### config.mk
export PLATFORM = sky130hd
export DESIGN_NAME = friet_lwc_buffer_out
export DESIGN_NICKNAME = d
export VERILOG_FILES = /design/src/rtl/friet_lwc_buffer_out.sv
export SDC_FILE = /design/constraint.sdc
export NUM_CORES = 1
export LEC_CHECK = 0
export CORE_MARGIN = 3
export CORE_UTILIZATION = 45
export CTS_CLUSTER_SIZE = 25
export DETAILED_ROUTE_END_ITERATION = 16
export PLACE_DENSITY = 0.85
export SLEW_MARGIN = 20
export SYNTH_ARGS = -nofsm -noshare
export SYNTH_HDL_FRONTEND = slang
export SYNTH_SLANG_ARGS = --single-unit
### constraint.sdc
create_clock -name clk -period 10.53 [get_ports clk]
set_input_delay 2.6325 -clock clk [delete_from_list [all_inputs] [get_ports clk]]
set_output_delay 2.6325 -clock clk [all_outputs]
set_load 0.05 [all_outputs]
### src/rtl/friet_lwc_buffer_out.sv
// Two-entry output buffer (head + skid) between the FRIET core and the LWC data-out port.
// din_ready is a function of registered occupancy only, so dout_ready never reaches the core combinationally.
module friet_lwc_buffer_out #(
    parameter int unsigned G_WIDTH = 32
) (
    input  logic               clk,
    input  logic               rst,
    input  logic [G_WIDTH-1:0] din,
    input  logic               din_last,
    input  logic               din_valid,
    output logic               din_ready,
    output logic [G_WIDTH-1:0] dout,
    output logic               dout_last,
    output logic               dout_valid,
    input  logic               dout_ready,
    output logic               buffer_empty
);

    typedef enum logic [1:0] {
        ST_EMPTY = 2'd0,
        ST_ONE   = 2'd1,
        ST_TWO   = 2'd2,
        ST_ILL   = 2'd3
    } state_t;

    state_t             r_state;
    state_t             w_state_next;
    logic [G_WIDTH:0]   r_head;
    logic [G_WIDTH:0]   r_skid;
    logic [G_WIDTH:0]   w_head_next;
    logic [G_WIDTH:0]   w_skid_next;
    logic [G_WIDTH:0]   w_din_word;
    logic               w_push;
    logic               w_pop;

    assign w_din_word   = {din_last, din};
    assign din_ready    = rst & (r_state != ST_TWO);
    assign dout_valid   = (r_state != ST_EMPTY);
    assign buffer_empty = (r_state == ST_EMPTY);
    assign dout         = r_head[G_WIDTH-1:0];
    assign dout_last    = r_head[G_WIDTH];
    assign w_push       = din_valid & din_ready;
    assign w_pop        = dout_valid & dout_ready;

    always_ff @(posedge clk) begin
        if (!rst) begin
            r_state <= ST_EMPTY;
        end else if (rst) begin
            r_state <= w_state_next;
        end else begin
            r_state <= state_t'('x);
        end
    end

    // Data registers carry no reset; they are only meaningful while dout_valid is high.
    always_ff @(posedge clk) begin
        r_head <= w_head_next;
        r_skid <= w_skid_next;
    end

    always_comb begin
        w_state_next = r_state;
        w_head_next  = r_head;
        w_skid_next  = r_skid;
        case (r_state)
            ST_EMPTY: begin
                if (w_push) begin
                    w_head_next  = w_din_word;
                    w_state_next = ST_ONE;
                end else if (!w_push) begin
                    w_state_next = ST_EMPTY;
                end else begin
                    w_state_next = state_t'('x);
                    w_head_next  = 'x;
                end
            end
            ST_ONE: begin
                if (w_push && w_pop) begin
                    w_head_next  = w_din_word;
                    w_state_next = ST_ONE;
                end else if (w_push && !w_pop) begin
                    w_skid_next  = w_din_word;
                    w_state_next = ST_TWO;
                end else if (!w_push && w_pop) begin
                    w_state_next = ST_EMPTY;
                end else if (!w_push && !w_pop) begin
                    w_state_next = ST_ONE;
                end else begin
                    w_state_next = state_t'('x);
                    w_head_next  = 'x;
                    w_skid_next  = 'x;
                end
            end
            ST_TWO: begin
                if (w_pop) begin
                    w_head_next  = r_skid;
                    w_state_next = ST_ONE;
                end else if (!w_pop) begin
                    w_state_next = ST_TWO;
                end else begin
                    w_state_next = state_t'('x);
                    w_head_next  = 'x;
                end
            end
            ST_ILL: begin
                w_state_next = ST_EMPTY;
            end
            default: begin
                w_state_next = state_t'('x);
                w_head_next  = 'x;
                w_skid_next  = 'x;
            end
        endcase
    end

endmodule

==> flow_summary.ini, run 1 <==
[status]
status = complete, no violations

[power_and_ir_drop]
p_leak_nw = 1.376
ir_drop_v = 0.0001028
powerDensity_mw_per_mm2 = 172.8

[route]
drtPass1Iterations = 4
wl_mm = 4.807
first_iter_violations = 93
routed-via-count = 1683
remaining_drc_errors = 0
avgRoutedWirePerCell_um = 13.62
antenna_left = 0
viasPerCell = 4.768

[synthesis]
yosysUniqueCellTypes = 18
ys_seq_elements = 68
syn_avg_cell_area_sq_um = 13.35
yosysTopAreaCell = edfxtp_1
syn_nets = 240
yosysWarnings = 0
synthCells = 199
synth.cell_area_sq_mm = 0.002658
synth_area_leaders = edfxtp_1 (75%), nand2_1 (14%), buf_6 (3.0%)
seq_area_frac_synth = 0.7608
netlist.area_leader.share = 0.7458

[cts]
post-cts-setup-buffer-count = 0
postCtsResizedCells = 0
clkTransAtPathRegs_ps = 60
htree_levels = 3
cts_sinks = 68
cts_buffers = 9
tritoncts = yes
clk_latency_ps = 320
hold_buffers = 0
cts_buffer_depth = 2
root_buffer = clkbuf_8

[timing]
setup_ws_ps = 3811
skew_ps = 2.633
worst_slew_margin_rel = 0.6448
setup-violations-final = 0
drv_slew = 0
worst_slew_pin_slew_ps = 531.1
fin_crit_sh = 0.6381
fin_tns_setup_ps = 0
finalCriticalPeriod_ps = 6719
fmax_ghz = 0.1488
finalHoldViolCount = 0
rsz0062_at_grt = false

[critical_path]
path_delay_family = buffers and inverters
cp-start-kind = primary input
crit_fanout = 5
ff2ff_setup_slack_ps = 7590
crit_buf_inv = 2
crit_slowest_cell = clkdlybuf4s50_1
crit_chain = clkdlybuf4s50_1 -> and2_1 -> clkdlybuf4s50_1
crit_type = in -> out
crit_required_ps = 7900
end_kind = output port
cpMostUsedCell = clkdlybuf4s50_1
crit_path_max_incr_delay_ps = 800
crit_arrival_ps = 4090

[die]
fp.dieW_um = 82.85
die-area_sq_mm = 0.006864
rows = 27
core_sq_mm = 0.005608
ios = 73
initial_utilization = 0.4739
die_h_um = 82.85

[place]
preCtsSetupSlack_ps = 3814
portBuffers = 72
place_inst = 339
postPlaceCellArea_sq_mm = 0.003441
dp_hpwl_mm = 3.077
gp_congestion = 0.6996

[final_layout]
mostFrequentLayoutCell = nand2_1
final_cell_mix = nand2_1 (102), clkdlybuf4s50_1 (72), edfxtp_1 (66), clkbuf_8 (9)
drive_gt1_frac = 0.06762
diodes = 0
final_area_sq_mm = 0.003588
final_cells = 353
area_growth_pct = 35.03
fin_nets = 319

[run]
cap_violations = 0

[global_routing]
grt_max_degree = 37
grt_pass1_vias = 1597
overflow = 0
grt_pass1_wl_mm = 7.700
antenna_found_initial = 0
grt_usage = 0.1422

[min_path]
min_path_type = reg -> reg
-- registers in the layout (all words and copies together) (netlist names) --
signal / cells
r_skid: 33
r_state: 2
r_head: 33
-- stage by stage --
step	total power [W]	hold slack (ps)	utilization
after floorplan	0.0004098	483.5	-
after global placement	0.0004578	487.1	0.6136
after detailed placement	0.0004602	491.3	0.6136
after CTS	0.0006271	509.1	0.6399
after global routing	0.0006449	520.1	0.6399
final	0.0006203	507.4	0.6399
-- synthesized netlist by cell type --
library cell,instances
nand2_1,102
a211o_1,1
buf_4,1
nor2_1,2
nor4bb_1,1
nor2b_1,2
and2_1,2
and3_1,1
ha_1,4
a221oi_2,1
a21boi_1,1
inv_1,3
o22ai_2,1
edfxtp_1,66
dfxtp_1,2
buf_6,7
nand2b_1,1
or3_1,1
-- worst min-delay path, stage by stage, from the launching register on --
cell,delay (ps)
edfxtp_1,320
nand2_1,40
nand2_1,50
-- area by class of cell --
type / count / area [sq um]
clock buffers: 11 / 131.4
clock inverters: 3 / 16.27
fillers: 454 / 2019
inverters: 3 / 11.26
multi-input cells: 120 / 566.8
flip-flops and latches: 68 / 2022
well taps: 72 / 90.09
repair buffers: 76 / 750.7
-- where the power goes --
group          switching [W]  internal (W)  total, W
clock network      0.0000853     0.0000817  0.000167
logic              0.0000805     0.0000440  0.000124
registers         0.00000599      0.000323  0.000329
-- routing by layer --
| metal | vias to the layer above | track usage | part of all wire |
|---|---|---|---|
| met5 | - | 0 | 0 |
| met3 | 9 | 0.04266 | 0.063 |
| li1 | 834 | - | - |
| met1 | 776 | 0.1733 | 0.42 |
| met2 | 64 | 0.2296 | 0.50 |
| met4 | 0 | 0.07132 | 0.019 |
-- cell families after synthesis --
| logic type | Yosys count | share of synthesized area |
|---|---|---|
| buffers and inverters | 11 | 0.03673 |
| adder cells (fa/ha/maj) | 4 | 0.01883 |
| AND/OR/NAND/NOR | 112 | 0.1671 |
| AO/OA/AOI/OAI | 4 | 0.01648 |
| flip-flops | 68 | 0.7608 |
-- final timing paths --
check | start | endpoint | depth (start not counted)
setup / recovery | rst | din_ready | 3
hold / removal | r_skid[31] | r_head[31] | 2
setup reg to reg | r_state[0] | r_head[13] | 8
hold reg to reg | r_skid[31] | r_head[31] | 2
Power figures use the tool's default switching activity.
==> run 2: changes to the inputs <==
- CORE_UTILIZATION: 45 -> 43
- clock period: 10.53 -> 5.89 ns (I/O delays scaled with it)
==> flow_summary.ini, run 2 (same netlist as run 1, synthesis figures left out) <==
[cts]
post-cts-setup-buffer-count = 0
hold_buffers = 0
postCtsResizedCells = 0
clk_latency_ps = 330
cts_sinks = 68
cts_buffer_depth = 2
htree_levels = 3
cts_buffers = 9
tritoncts = yes
clkTransAtPathRegs_ps = 70
root_buffer = clkbuf_8

[critical_path]
crit_path_max_incr_delay_ps = 800
r2r_cells = 6
r2r_end = r_skid[4]
crit_fanout = 5
crit_chain = clkdlybuf4s50_1 -> and2_1 -> clkdlybuf4s50_1
cp-start-kind = primary input
crit_type = in -> out
crit_buf_inv = 2
ff2ff_setup_slack_ps = 2520
r2r_start = r_state[0]
crit_required_ps = 4420
path_delay_family = buffers and inverters
cpMostUsedCell = clkdlybuf4s50_1
crit_arrival_ps = 2930
end_kind = output port
crit_slowest_cell = clkdlybuf4s50_1

[place]
dp_hpwl_mm = 3.407
portBuffers = 72
preCtsSetupSlack_ps = 1485
gp_congestion = 0.6681
postPlaceCellArea_sq_mm = 0.003445

[timing]
skew_ps = 7.377
finalCriticalPeriod_ps = 4403
drv_slew = 0
fin_crit_sh = 0.7475
setup_ws_ps = 1487
fmax_ghz = 0.2271
whs_ps = 513.7
worst_slew_margin_rel = 0.3291
fin_tns_setup_ps = 0
setup-violations-final = 0
rsz0062_at_grt = false
finalHoldViolCount = 0
worst_slew_pin_slew_ps = 1005

[min_path]
worstHoldPathCells = 2
min_to = r_head[12]
holdCritStartpoint = r_skid[12]
min_path_type = reg -> reg

[status]
status = complete, no violations

[final_layout]
drive_gt1_frac = 0.07774
reg.largest.list = r_head x33, r_skid x33, r_state x2
diodes = 0
fin_nets = 319
area_growth_pct = 35.64
final_cell_mix = nand2_1 (102), clkdlybuf4s50_1 (72), edfxtp_1 (66), clkbuf_8 (9)
final_area_sq_mm = 0.003605
mostFrequentLayoutCell = nand2_1
fillCellCount = 492

[route]
remaining_drc_errors = 0
first_iter_violations = 88
routed-via-count = 1637
antenna_left = 0
wl_mm = 4.929
avgRoutedWirePerCell_um = 13.77
drtPass1Iterations = 4
viasPerCell = 4.573

[global_routing]
grt_usage = 0.1473
grt_pass1_wl_mm = 7.990
overflow = 0
grt_max_degree = 31
antenna_found_initial = 0
grt_pass1_vias = 1710

[die]
core_sq_mm = 0.005956
die-area_sq_mm = 0.007160
die_h_um = 84.62
rows = 28
fp.dieW_um = 84.62
initial_utilization = 0.4462
ios = 73

[power_and_ir_drop]
powerDensity_mw_per_mm2 = 312.4
p_leak_nw = 1.390
ir_drop_v = 0.0001815

[run]
cap_violations = 0
run 2: per-layer routing:
metal / vias to the layer above / wire, um / GRT usage / share of wire
met2: 56 / 2365 / 0.2263 / 0.48
met5: - / 0 / 0 / 0
met3: 4 / 341 / 0.06477 / 0.069
li1: 837 / - / - / -
met4: 0 / 39 / 0.06043 / 0.0079
met1: 740 / 2182 / 0.1829 / 0.44
run 2: area by class of cell:
| class | count | area [sq um] | share of cell area |
|---|---|---|---|
| Inverter | 3 | 11.26 | 0.003124 |
| Timing Repair Buffer | 76 | 750.7 | 0.2083 |
| Sequential cell | 68 | 2022 | 0.5609 |
| Multi-Input combinational cell | 120 | 566.8 | 0.1572 |
| Tap cell | 75 | 93.84 | 0.02603 |
| Clock buffer | 11 | 131.4 | 0.03645 |
| Clock inverter | 5 | 28.78 | 0.007983 |
run 2: metrics by stage:
stage | utilization | total power [W] | std cells
6_report | 0.6053 | 0.001126 | 358
5_1_grt | 0.6053 | 0.001177 | 358
4_1_cts | 0.6053 | 0.001140 | 358
3_5_place_dp | 0.5784 | 0.0008234 | 342
3_3_place_gp | 0.5784 | 0.0008177 | 342
2_1_floorplan | - | 0.0007326 | 199
run 2: where the power goes:
part,switching [W],internal [W],total [W]
sequential,0.0000113,0.000577,0.000588
clock,0.000165,0.000151,0.000315
combinational,0.000144,0.0000786,0.000222
run 2: worst max path at each step:
stage,end,cells after the start,from,slack (ps)
after floorplan,r_skid[0],4,dout_ready,70
after global placement,din_ready,3,rst,1510
after detailed placement,din_ready,3,rst,1490
after CTS,din_ready,3,rst,1470
after global routing,din_ready,3,rst,1430
final,din_ready,3,rst,1490
run 2: tightest hold or removal path, cell delays in order, from the launching register on:
cell,delay (ps)
edfxtp_1,320
nand2_1,50
nand2_1,50
==> run 3: changes to the inputs <==
- CORE_UTILIZATION: 43 -> 45
- clock period: 5.89 -> 4.4 ns (I/O delays scaled with it)
==> flow_summary.ini, run 3 (same netlist as run 1, synthesis figures left out) <==
[status]
status = complete, no violations

[die]
fp.dieW_um = 82.85
die_h_um = 82.85
initial_utilization = 0.4739
core_sq_mm = 0.005608
rows = 27
die-area_sq_mm = 0.006864
ios = 73

[route]
wl_mm = 5.206
antenna_left = 0
remaining_drc_errors = 0
first_iter_violations = 169
avgRoutedWirePerCell_um = 14.66
drtPass1Iterations = 6
viasPerCell = 4.828
routed-via-count = 1714

[timing]
setup-violations-final = 0
drv_slew = 0
worst_slew_margin_rel = 0.4888
fin_tns_setup_ps = 0
finalCriticalPeriod_ps = 3667
whs_ps = 508.1
rsz0062_at_grt = false
fmax_ghz = 0.2727
skew_ps = 5.564
fin_crit_sh = 0.8334
worst_slew_pin_slew_ps = 766.8
finalHoldViolCount = 0

[global_routing]
grt_pass1_wl_mm = 8.659
grt_max_degree = 26
grt_usage = 0.1624
overflow = 0
grt_pass1_vias = 1737
antenna_found_initial = 0

[cts]
postCtsResizedCells = 0
cts_buffer_depth = 2
hold_buffers = 0
tritoncts = yes
clk_latency_ps = 340
root_buffer = clkbuf_8
clkTransAtPathRegs_ps = 70
cts_sinks = 68
post-cts-setup-buffer-count = 0
cts_buffers = 9
htree_levels = 3

[final_layout]
reg.largest.list = r_head x33, r_skid x33, r_state x2
area_growth_pct = 37.95
fillCellCount = 436
multi_input_area_sq_um = 566.8
drive_gt1_frac = 0.07774
fin_nets = 320
final_cell_mix = nand2_1 (102), clkdlybuf4s50_1 (72), edfxtp_1 (66), clkbuf_8 (9)
seqCellArea_sq_mm = 0.002022
diodes = 0
mostFrequentLayoutCell = nand2_1

[critical_path]
crit_fanout = 5
crit_required_ps = 3300
end_kind = output port
crit_arrival_ps = 2570
crit_type = in -> out
cp-start-kind = primary input

[power_and_ir_drop]
powerDensity_mw_per_mm2 = 444.4
ir_drop_v = 0.0002332
p_leak_nw = 1.415

[place]
portBuffers = 72
gp_congestion = 0.6734
dp_hpwl_mm = 3.558

[min_path]
min_path_type = reg -> reg

[run]
cap_violations = 0
==> run 3: changes by cell type in the layout (fill, tap and decap cells not counted) <==
cell	delta
buf_12	+1
bufinv_16	+2
clkbuf_1	-1
clkinv_1	+1
clkinv_2	-3
==> run 3: per-layer routing <==
layer	track usage	up-vias	routed length, um
li1	-	834	-
met1	0.1919	796	2106
met2	0.2660	74	2586
met3	0.06250	10	404
met4	0.06686	0	108
met5	0	-	0
==> run 3: final timing paths <==
path | startpoint | endpoint | slack [ps] | depth (start not counted)
worst min-delay path | r_skid[14] | r_head[14] | 510 | 2
worst max-delay path | rst | din_ready | 730 | 3
worst min register to register | r_skid[14] | r_head[14] | 510 | 2
worst max register to register | r_state[0] | r_skid[30] | 1320 | 6
==> run 3: power breakdown <==
part / leakage, nW / total [W] / switching [W] / internal [W]
registers: 0.633 / 0.000788 / 0.0000162 / 0.000772
logic: 0.678 / 0.000302 / 0.000194 / 0.000109
clock network: 0.104 / 0.000538 / 0.000224 / 0.000314
==> run 3: stage by stage <==
| step | total power (W) | instances | cell area, sq um | util | setup slack, ps |
|---|---|---|---|---|---|
| floorplan | 0.0009807 | 199 | 2664 | - | 265.6 |
| finish | 0.001629 | 355 | 3666 | 0.6537 | 733.0 |
| global route | 0.001692 | 355 | 3666 | 0.6537 | 642.3 |
| detailed placement | 0.001107 | 340 | 3461 | 0.6171 | 745.0 |
| global placement | 0.001100 | 340 | 3461 | 0.6171 | 759.5 |
| CTS | 0.001645 | 355 | 3666 | 0.6537 | 732.9 |
==> run 3: layout make-up <==
cell class	instances	share of cell area
sequential	68	0.5515
timing repair buffer	77	0.2102
multi-input combinational	120	0.1546
clock buffer	10	0.03481
tap	72	0.02457
clock inverter	5	0.02116
inverter	3	0.003072
==> run 3: critical path, stage by stage <==
cell and delay [ps]:
clkdlybuf4s50_1 520, and2_1 140, clkdlybuf4s50_1 800
==> RTL change 1 (flow settings as in run 1) <==
The parameter `G_WIDTH` goes from 32 to 64.
--- a/src/rtl/friet_lwc_buffer_out.sv
+++ b/src/rtl/friet_lwc_buffer_out.sv
@@ -2,5 +2,5 @@
 // din_ready is a function of registered occupancy only, so dout_ready never reaches the core combinationally.
 module friet_lwc_buffer_out #(
-    parameter int unsigned G_WIDTH = 32
+    parameter int unsigned G_WIDTH = 64
 ) (
     input  logic               clk,
Ports: changed (resized din and dout); port bits go from 73 to 137. No check against the original RTL was run, so the function may have changed too.
==> RTL change 1 against run 1 <==
  * Sequential power grew 95%
  * Design area up 97%
  * Area after synthesis up 87%
  * Total power up 140%
  * Combinational power up 86%
  * Worst setup slack worse by 0.065 ns
  * Sequential cell count up 64
  * Wire length up 110%
  * Largest power group unchanged
  * Highest routed layer unchanged
==> RTL change 1: results (changes against run 1) <==
Global route
  • First-pass GRT wire length: 16100 um (+110%)
  • Met1 usage: 0.204 (+0.0312)
  • Met3 global-route usage: 0.0508 (+0.00811)
  • Total GRT Usage: 0.166 (+0.0240)
  • Met2 usage: 0.283 (+0.0536)
  • Largest net degree at the start of global routing: 68 (+84%)
  • Vias in the first global route: 3236 (+100%)

Yosys
  • Post-synthesis cell count: 366 (+84%)
  • Synth Area in Adders: 0.0101 (-0.00875)
  • Post-synth EDFFs: 130 (+97%)
  • Post-synth top cells: nand2_1, edfxtp_1
  • Unique masters post-synth: 23 (+5)

Clocking
  • CTS buffer count: 17 (+8)
  • H-tree depth: 4 (+1)

Min path
  • WHS Endpoint: r_head[9]
  • Hold Path Origin: r_skid[9]

Place
  • Placed Instance Area: 6460 um^2 (+88%)
  • Dpl hpwl: 6570 um (+110%)

Final layout
  • Top flop regs: r_head: 65 flops, r_skid: 65 flops, r_state: 2 flops
  • Nets@finish: 584 (+83%)

Outcome
  • Status: finished clean

STA
  • Setup Skew: 0.0139 ns (+0.0112 ns)
  • WHS: 0.502 ns (-0.00561 ns)
  • Slew @ Worst Pin: 0.824 ns (+0.293 ns)

Detailed routing
  • Routed wl met2: 5250 um (+120%)
  • Avg WL per Cell: 15.2 um (+12%)
  • Via count: 3132 (+86%)

Critical path
  • FF-to-FF End: r_skid[37]
  • Reg2Reg Setup Slack: 7.19 ns (-0.40 ns)
  • CP peak stage delay: 0.82 ns (+0.02 ns)
  • Worst r2r path cells: 7 (-1)
  • CP arrival: 4.15 ns (+0.06 ns)

Pwr
  • Flip-flop and latch power: 0.000641 W (+95%)
  • Internal Power: 0.00109 W (+140%)
## RTL change 1: cell count changes in the layout (fill, tap and decap cells not counted), moves of 3 or more
cell,run 1,this run
nand2_1,102,198
clkdlybuf4s50_1,72,136
edfxtp_1,66,130
clkbuf_16,0,16
clkbuf_8,9,1
bufinv_16,0,4
clkinv_4,0,3
## RTL change 1: area by class of cell
class | instances | area (um^2) | area share
sequential | 132 | 3940 | 0.559
clock buffer | 18 | 418 | 0.0592
inverter | 3 | 11.3 | 0.00160
multi-input combinational | 216 | 933 | 0.132
clock inverter | 13 | 184 | 0.0261
tap | 136 | 170 | 0.0241
timing repair buffer | 141 | 1400 | 0.198
## RTL change 1: worst max-delay path by stage
stage,from,cells after the start,slack [ns],to
after floorplan,dout_ready,4,0.39,r_skid[0]
after global placement,rst,3,3.75,din_ready
after detailed placement,rst,3,3.74,din_ready
after CTS,rst,3,3.74,din_ready
after global routing,rst,3,3.70,din_ready
final,rst,3,3.75,din_ready
==> RTL change 2 (settings of run 1) <==
Made on the original files. Make the reset (`rst`) asynchronous in one clocked block.
--- a/src/rtl/friet_lwc_buffer_out.sv
+++ b/src/rtl/friet_lwc_buffer_out.sv
@@ -43,5 +43,5 @@
     assign w_pop        = dout_valid & dout_ready;
 
-    always_ff @(posedge clk) begin
+    always_ff @(posedge clk or negedge rst) begin
         if (!rst) begin
             r_state <= ST_EMPTY;
Check against the original RTL: differs if rst is asserted again (counterexample within 4 cycles, from zero or initial values and one cycle with rst low); with rst held inactive, the same outputs for 4 cycles.
==> RTL change 2 against run 1 <==
  * Cell count decreased by 19%
  * Design area increased by 1.9%
  * Sequential cell count unchanged
  * Wire length decreased by 0.94%
  * Die area about the same
  * Worst setup slack got worse by 0.095 ns
  * Total power decreased by 2.3%
  * Area after synthesis about the same
  * Critical path type unchanged
  * Critical endpoint unchanged
==> RTL change 2: results (changes against run 1) <==
Place
  • Placed Instance Area: 3470 um^2 (+0.73%)
  • GPL Wtd Cong: 0.703 (+0.50%)
  • Placed cell count: 269 (-21%)
  • Placement Setup Slack: 3.71 ns (-0.106 ns)
  • Dpl hpwl: 3180 um (+3.5%)

Global route
  • First-pass GRT wire length: 7760 um (+0.81%)
  • Largest net degree at the start of global routing: 39 (+5.4%)
  • Total GRT Usage: 0.148 (+0.00549)

Yosys
  • Synth Area in Adders: 0.00941 (-0.00943)
  • Unique masters post-synth: 23 (+5)
  • Net Count, Synth: 166 (-31%)
  • Mux contribution to synthesized area: 0.165 (+0.165)
  • Post-synth top cells: edfxtp_1, mux2_2, mux2_4, inv_1
  • Post-synthesis cell count: 127 (-36%)
  • Largest cells by area after synthesis: edfxtp_1, mux2_4, mux2_2, dfrtp_1, ha_1

Pwr
  • Peak VDD IR: 0.0944 mV (-8.2%)
  • Static leakage: 1.32 nW (-4.0%)
  • Switch share: 0.245 (-0.0324)

Outcome
  • Status: finished clean

Critical path
  • Max FO, Critical Path: 7 (+2)
  • CP arrival: 4.18 ns (+0.09 ns)
  • FF-to-FF End: r_skid[22]
  • Worst r2r path cells: 5 (-3)
  • Reg2Reg Setup Slack: 7.93 ns (+0.34 ns)

Clocking
  • Worst-skew pair later-pin latency: 0.34 ns (+0.02 ns)
  • Clock slew at reported path FFs: 0.08 ns (+0.02 ns)

Final layout
  • Non-clock buffers: 74 (-2.6%)
  • Layout Cells excl Fill: 285 (-19%)
  • Nets@finish: 247 (-23%)
  • Fraction of layout cells with a size suffix above 1: 0.254 (+0.186)
  • Multi-In Gates: 52 (-57%)
  • Non-clock buffer share: 0.201 (-0.00797)
  • FF/Latch Area: 2030 um^2 (+0.50%)
  • Multi-input combinational area share: 0.163 (+0.00529)
  • Fillers: 390 (-14%)
  • Final clock-cell share: 0.0520 (+0.0109)

STA
  • WHS: 0.550 ns (+0.0424 ns)
  • Setup Skew: 0.00816 ns (+0.00553 ns)
  • Fin crit period: 6.81 ns (+0.0946 ns)

Floorplanning
  • Die area: 6870 um^2 (about the same)

Detailed routing
  • 1st-iter DRT viols: 71 (-24%)
  • Vias per inst: 4.91 (+2.9%)
  • Avg WL per Cell: 16.7 um (+23%)

Min path
  • Hold depth: 1 (-1)
## RTL change 2: cell count changes after synthesis, sizes merged, moves of 2 or more
cell / delta
ha: -2
nand2: -100
dfrtp: +2
dfxtp: -2
buf: -4
mux2: +33
o32ai: +2
## RTL change 2: layer usage
| layer | vias to the layer above | share of wire | global-route usage |
|---|---|---|---|
| li1 | 656 | - | - |
| met1 | 675 | 0.43 | 0.184 |
| met2 | 57 | 0.49 | 0.233 |
| met3 | 10 | 0.071 | 0.0546 |
| met4 | 0 | 0.016 | 0.0624 |
| met5 | - | 0 | 0 |
## RTL change 2: power by group through the flow
stage / Clock [W] / Sequential (W) / Combinational, W
final: 0.000205 / 0.000317 / 0.0000837
after global routing: 0.000223 / 0.000318 / 0.0000879
after CTS: 0.000211 / 0.000317 / 0.0000848
after detailed placement: 0 / 0.000323 / 0.0000841
after global placement: 0 / 0.000322 / 0.0000828
after floorplan: 0 / 0.000347 / 0.0000246
